--- src/rtl/bidir_port_bank.sv ---
`default_nettype none
// ============================================================================
//  Module   : bidir_port_bank
//  Purpose  : N-channel bidirectional blink/listen port with guarded turnaround
//             and saturating per-channel edge counters.
//  Revision : 1.0 - initial release
// ============================================================================
module bidir_port_bank #(
    parameter int CHANNELS    = 2,
    parameter int DIV_BITS    = 23,
    parameter int TURN_CYCLES = 4,
    parameter int SYNC_STAGES = 2,
    parameter int CNT_W       = 8
) (
    input  logic                      clk48,
    input  logic                      rst_n,
    input  logic [CHANNELS-1:0]       dir_req,
    input  logic [CHANNELS-1:0]       pad_i,
    input  logic                      cnt_clr,
    output logic [CHANNELS-1:0]       pad_o,
    output logic [CHANNELS-1:0]       pad_oe,
    output logic [CHANNELS-1:0]       in_val,
    output logic [CHANNELS-1:0]       in_valid,
    output logic [CHANNELS-1:0]       busy,
    output logic [CHANNELS*CNT_W-1:0] edge_cnt
);

    localparam int                TW          = $clog2(TURN_CYCLES + 1);
    localparam logic [TW-1:0]     c_turn_load = TW'(TURN_CYCLES);
    localparam logic [TW-1:0]     c_timer_one = TW'(1);
    localparam logic [DIV_BITS:0] c_ctr_one   = (DIV_BITS+1)'(1);
    localparam logic [CNT_W-1:0]  c_cnt_sat   = '1;
    localparam logic [CNT_W-1:0]  c_cnt_one   = CNT_W'(1);

    typedef enum logic [1:0] {
        LISTEN      = 2'd0,
        TURN_TO_OUT = 2'd1,
        DRIVE       = 2'd2,
        TURN_TO_IN  = 2'd3
    } state_t;

    logic [DIV_BITS:0]    counter_q;
    logic [CHANNELS-1:0]  dir_sync_q [SYNC_STAGES];
    logic [CHANNELS-1:0]  in_sync_q  [SYNC_STAGES];
    logic [CHANNELS-1:0]  dir_s;

    always_ff @(posedge clk48) begin
        if (!rst_n) begin
            counter_q <= '0;
        end else begin
            counter_q <= counter_q + c_ctr_one;
        end
    end

    // Direction flops reset high so an unconfigured pad comes up Hi-Z.
    always_ff @(posedge clk48) begin
        if (!rst_n) begin
            for (int i = 0; i < SYNC_STAGES; i++) begin
                dir_sync_q[i] <= '1;
                in_sync_q[i]  <= '0;
            end
        end else begin
            dir_sync_q[0] <= dir_req;
            in_sync_q[0]  <= pad_i;
            for (int i = 1; i < SYNC_STAGES; i++) begin
                dir_sync_q[i] <= dir_sync_q[i-1];
                in_sync_q[i]  <= in_sync_q[i-1];
            end
        end
    end

    assign dir_s  = dir_sync_q[SYNC_STAGES-1];
    assign in_val = in_sync_q[SYNC_STAGES-1];

    for (genvar k = 0; k < CHANNELS; k++) begin : g_chan
        localparam logic c_phase = ((k % 2) == 1);

        state_t           state_q, state_d;
        logic [TW-1:0]    timer_q, timer_d;
        logic             pad_o_q, pad_oe_q, in_valid_q, busy_q;
        logic             prev_q, prev_vld_q;
        logic [CNT_W-1:0] cnt_q;

        always_comb begin
            state_d = state_q;
            timer_d = timer_q;
            case (state_q)
                LISTEN: begin
                    if (!dir_s[k]) begin
                        state_d = TURN_TO_OUT;
                        timer_d = c_turn_load;
                    end
                end
                TURN_TO_OUT: begin
                    if (timer_q <= c_timer_one) state_d = DRIVE;
                    else                        timer_d = timer_q - c_timer_one;
                end
                DRIVE: begin
                    if (dir_s[k]) begin
                        state_d = TURN_TO_IN;
                        timer_d = c_turn_load;
                    end
                end
                TURN_TO_IN: begin
                    if (timer_q <= c_timer_one) state_d = LISTEN;
                    else                        timer_d = timer_q - c_timer_one;
                end
                default: state_d = LISTEN;
            endcase
        end

        // Outputs are decoded from the next state so they switch on the transition edge.
        always_ff @(posedge clk48) begin
            if (!rst_n) begin
                state_q    <= LISTEN;
                timer_q    <= '0;
                pad_o_q    <= 1'b0;
                pad_oe_q   <= 1'b0;
                in_valid_q <= 1'b0;
                busy_q     <= 1'b0;
            end else begin
                state_q    <= state_d;
                timer_q    <= timer_d;
                pad_o_q    <= ~counter_q[DIV_BITS] ^ c_phase;
                pad_oe_q   <= (state_d == DRIVE);
                in_valid_q <= (state_d == LISTEN);
                busy_q     <= (state_d == TURN_TO_OUT) || (state_d == TURN_TO_IN);
            end
        end

        // prev is reloaded on LISTEN entry so a change seen while driving is not counted.
        always_ff @(posedge clk48) begin
            if (!rst_n) begin
                prev_q     <= 1'b0;
                prev_vld_q <= 1'b0;
                cnt_q      <= '0;
            end else begin
                if (state_q == LISTEN) begin
                    prev_q     <= in_val[k];
                    prev_vld_q <= 1'b1;
                end else begin
                    prev_vld_q <= 1'b0;
                end
                if (cnt_clr) begin
                    cnt_q <= '0;
                end else if ((state_q == LISTEN) && prev_vld_q &&
                             (in_val[k] != prev_q) && (cnt_q != c_cnt_sat)) begin
                    cnt_q <= cnt_q + c_cnt_one;
                end
            end
        end

        assign pad_o[k]                   = pad_o_q;
        assign pad_oe[k]                  = pad_oe_q;
        assign in_valid[k]                = in_valid_q;
        assign busy[k]                    = busy_q;
        assign edge_cnt[k*CNT_W +: CNT_W] = cnt_q;
    end

endmodule
`default_nettype wire

--- config.mk ---
export PLATFORM = sky130hd
export DESIGN_NAME = bidir_port_bank
export DESIGN_NICKNAME = d
export VERILOG_FILES = /design/src/rtl/bidir_port_bank.sv
export SDC_FILE = /design/constraint.sdc
export NUM_CORES = 1
export LEC_CHECK = 0
export BUFFER_PORTS_ARGS = -buffer_cell sky130_fd_sc_hd__clkbuf_2
export CAP_MARGIN = 5
export CORE_MARGIN = 4
export CORE_UTILIZATION = 55
export CTS_BUF_LIST = sky130_fd_sc_hd__clkbuf_2
export DETAILED_ROUTE_END_ITERATION = 10
export PLACE_DENSITY = 0.71
export SLEW_MARGIN = 20
export SYNTH_ARGS = -nofsm -noshare
export SYNTH_HDL_FRONTEND = slang
export SYNTH_SLANG_ARGS = --single-unit
--- constraint.sdc ---
create_clock -name clk48 -period 1.9 [get_ports clk48]
set_input_delay 0.38 -clock clk48 [delete_from_list [all_inputs] [get_ports clk48]]
set_output_delay 0.38 -clock clk48 [all_outputs]
set_load 0.02 [all_outputs]
==> impl_metrics.toml <==
[placed_design]
dpl.cell_count = 418
gp_congestion = 0.8103
io_buffers = 32
place_area_um2 = 3241
hpwl_um = 3671

[die]
start_util_pct = 58.43
dieArea_um2 = 6860
io_pins = 33
die_x_um = 82.83
die_h_um = 82.83
core-area_um2 = 5270
placementRows = 26

[synth]
syn_inst = 334
synth_nets = 348
yosysSeqAreaShare_pct = 44.86
syn_area_per_cell_um2 = 9.219
synthArstFlopShare_pct = 0
synth_edf_count = 0
synthFlopType = "dfxtp_1"
yosysUniqueCellTypes = 48
ys_warn_count = 0
synth-seq-cells = 69
synth_area_um2 = 3079

[cts]
clock_sinks = 69
cts_inserted_buffers = 9
h-tree-depth = 3
clk_pin_slew_ns = 0.20
cts_tree = "built"
cts_buffer_depth = 2
insertion_delay_ns = 0.49
cts_root_buffer = "clkbuf_2"

[final_layout]
seq_area_um2 = 1381
fillCellCount = 475
nNetsFinal = 377
syn_to_final_growth_pct = 9.996
drive_gt1_share_pct = 19.29
multiInputGateArea_um2 = 1531
antenna_cells = 0
instances_no_fill = 438
stdcell_area_um2 = 3387

[route]
via_count = 2309
via_per_inst = 5.272
drc = 0
dr.pass1.iters = 5
totalWireLength_um = 5304
ant_nets = 0
wl_per_cell_um = 12.11
drt-initial-drc-count = 72

[global_routing]
grtUsageTotal_pct = 16.91
grt_max_degree = 24
grt_pass1_vias = 2202
gr-total-overflow = 0
grt_first_pass_wirelength_um = 9625
antenna_found_initial = 0

[sta]
finalHoldViolations = 0
worst_hold_slack_ns = 0.09586
grt_setup_unrepaired = "no"
final-setup-viol-count = 0
maxSlewViolCount = 0
period_needed_ns = 1.644
slew_headroom_pct = 67.11
setup_tns_ns = 0
finalCritPeriodShare_pct = 86.55
max_freq_mhz = 608.1
finClkSkew_ns = 0.04040
worst_pin_slew_ns = 0.4882

[power]
p_leak_nw = 1.378
ir_drop_mv = 0.3842
powerDensity_nw_per_um2 = 861.4

[critical_path]
critical_path_class = "flip-flop to flip-flop"
start_kind = "flip-flop"
arrival_ns = 2.09
cp.required_ns = 2.35
cp-end-kind = "flip-flop"
r2r_setup_slack_ns = 0.26
cp_max_fo = 6
cpPeakStageDelay_ns = 0.40
crit_slowest_cell = "dfxtp_1"
path_cells = "ha_1 > nand4_1 > o211ai_1 > buf_4 > or3_1 > a21oi_1"

[hold_path]
hp-class = "input port to flip-flop"

[run_status]
outcome = "completed"

[run]
maxCapViolCount = 0
-- per-layer routing --
layer | wire [µm] | track usage [%] | up-vias
met5 | 0 | 0 | -
met4 | 30 | 6.389 | 0
met3 | 276 | 6.535 | 2
met2 | 2465 | 27.26 | 46
met1 | 2532 | 20.37 | 1050
li1 | - | - | 1211
-- critical path: cells and delay by family (launching register included) --
kind	cells	cell delay [ns]
and+or+nand+nor	2	0.50
DFF	1	0.40
adders and majority gates	1	0.26
AOI/OAI and AO/OA	2	0.26
buffers and inverters	1	0.18
-- cells in the final DEF (no fill, tap or decap), drive strengths merged, types with 4 or more instances in the layout --
master	count
xnor2	14
a21oi	17
nand2	18
or3	6
dfxtp	69
and2	6
and3	6
clkbuf	41
nor3	14
buf	7
nor3b	5
o21ai	12
a211oi	4
ha	7
clkinv	5
mux2i	10
nor2	36
nand3	19
xor2	9
nor4	6
nand2b	12
inv	8
nand4	8
-- synthesized netlist by cell type, types with 3 or more instances --
cell       n  share of area, %
ha_1       7               2.8
xor2_1     9               2.6
nor3_1    14               2.3
xnor2_1   14               4.0
or3_1      5               1.0
nand4_1    7               1.4
clkbuf_1   7              0.85
nand2b_1  12               2.4
dfxtp_1   69                45
and2_1     5               1.0
o21ai_0   12               2.0
buf_4     10               2.4
mux2i_1   10               3.3
buf_2      4              0.65
inv_1      8              0.98
a211oi_1   4              0.98
nor2_1    36               4.4
nand2_1   18               2.2
nor3b_1    3              0.73
nand3_1   18               2.9
and3_1     4              0.81
nor4_1     4              0.81
a21oi_1   17               2.8
-- timing repair --
action | CTS | global route
gates resized for setup | 0 | 0
setup buffers | 0 | 2
setup endpoints to repair | 0 | 4
hold buffers | 2 | 0
endpoints found under the hold margin | 2 | 0
-- sequential cells by signal (all words and copies together), names as in the netlist, 3 cells and up --
register	cells
g_chan.state_q	3
counter_q	24
in_sync_q	4
g_chan.cnt_q	16
dir_sync_q	4
g_chan.timer_q	6
-- area by class of cell --
cell class,instances,share of cell area (%)
Multi-Input combinational cell,234,45.22
Inverter,8,0.8866
Sequential cell,69,40.78
Tap cell,70,2.586
Timing Repair Buffer,41,7.240
Clock buffer,9,1.330
Clock inverter,7,1.958
-- worst paths after layout --
kind,startpoint,endpoint,cells after the start
setup / recovery,g_chan[1].cnt_q[0],g_chan[1].cnt_q[3],6
hold / removal,pad_i[0],in_sync_q[0][0],2
setup reg to reg,g_chan[1].cnt_q[0],g_chan[1].cnt_q[3],6
hold reg to reg,counter_q[23],g_chan[0].pad_o_q,1
-- where the power goes --
| group | leakage (nW) | total (W) | internal [W] | switching, W |
|---|---|---|---|---|
| Clock | 0.0714 | 0.000818 | 0.000297 | 0.000522 |
| Sequential | 0.561 | 0.00166 | 0.00155 | 0.000112 |
| Combinational | 0.745 | 0.000439 | 0.000196 | 0.000243 |
-- through the flow --
step | util (%) | worst slack (ns) | total power [W]
6_report | 64.27 | 0.2556 | 0.002917
3_3_place_gp | 61.49 | 0.2468 | 0.002109
3_5_place_dp | 61.49 | 0.1717 | 0.002116
5_1_grt | 64.27 | 0.1546 | 0.003094
2_1_floorplan | - | 0.2096 | 0.002050
4_1_cts | 63.98 | 0.1530 | 0.002954
-- logic make-up after synthesis --
| family | Yosys count | synth area share [%] |
|---|---|---|
| xor+xnor | 23 | 6.542 |
| fa+ha+maj | 7 | 2.844 |
| simple gates | 144 | 26.74 |
| mux | 11 | 3.617 |
| compound gates | 49 | 9.996 |
| buf+inv | 31 | 5.404 |
| flops | 69 | 44.86 |
(Power assumes the default switching activity.)
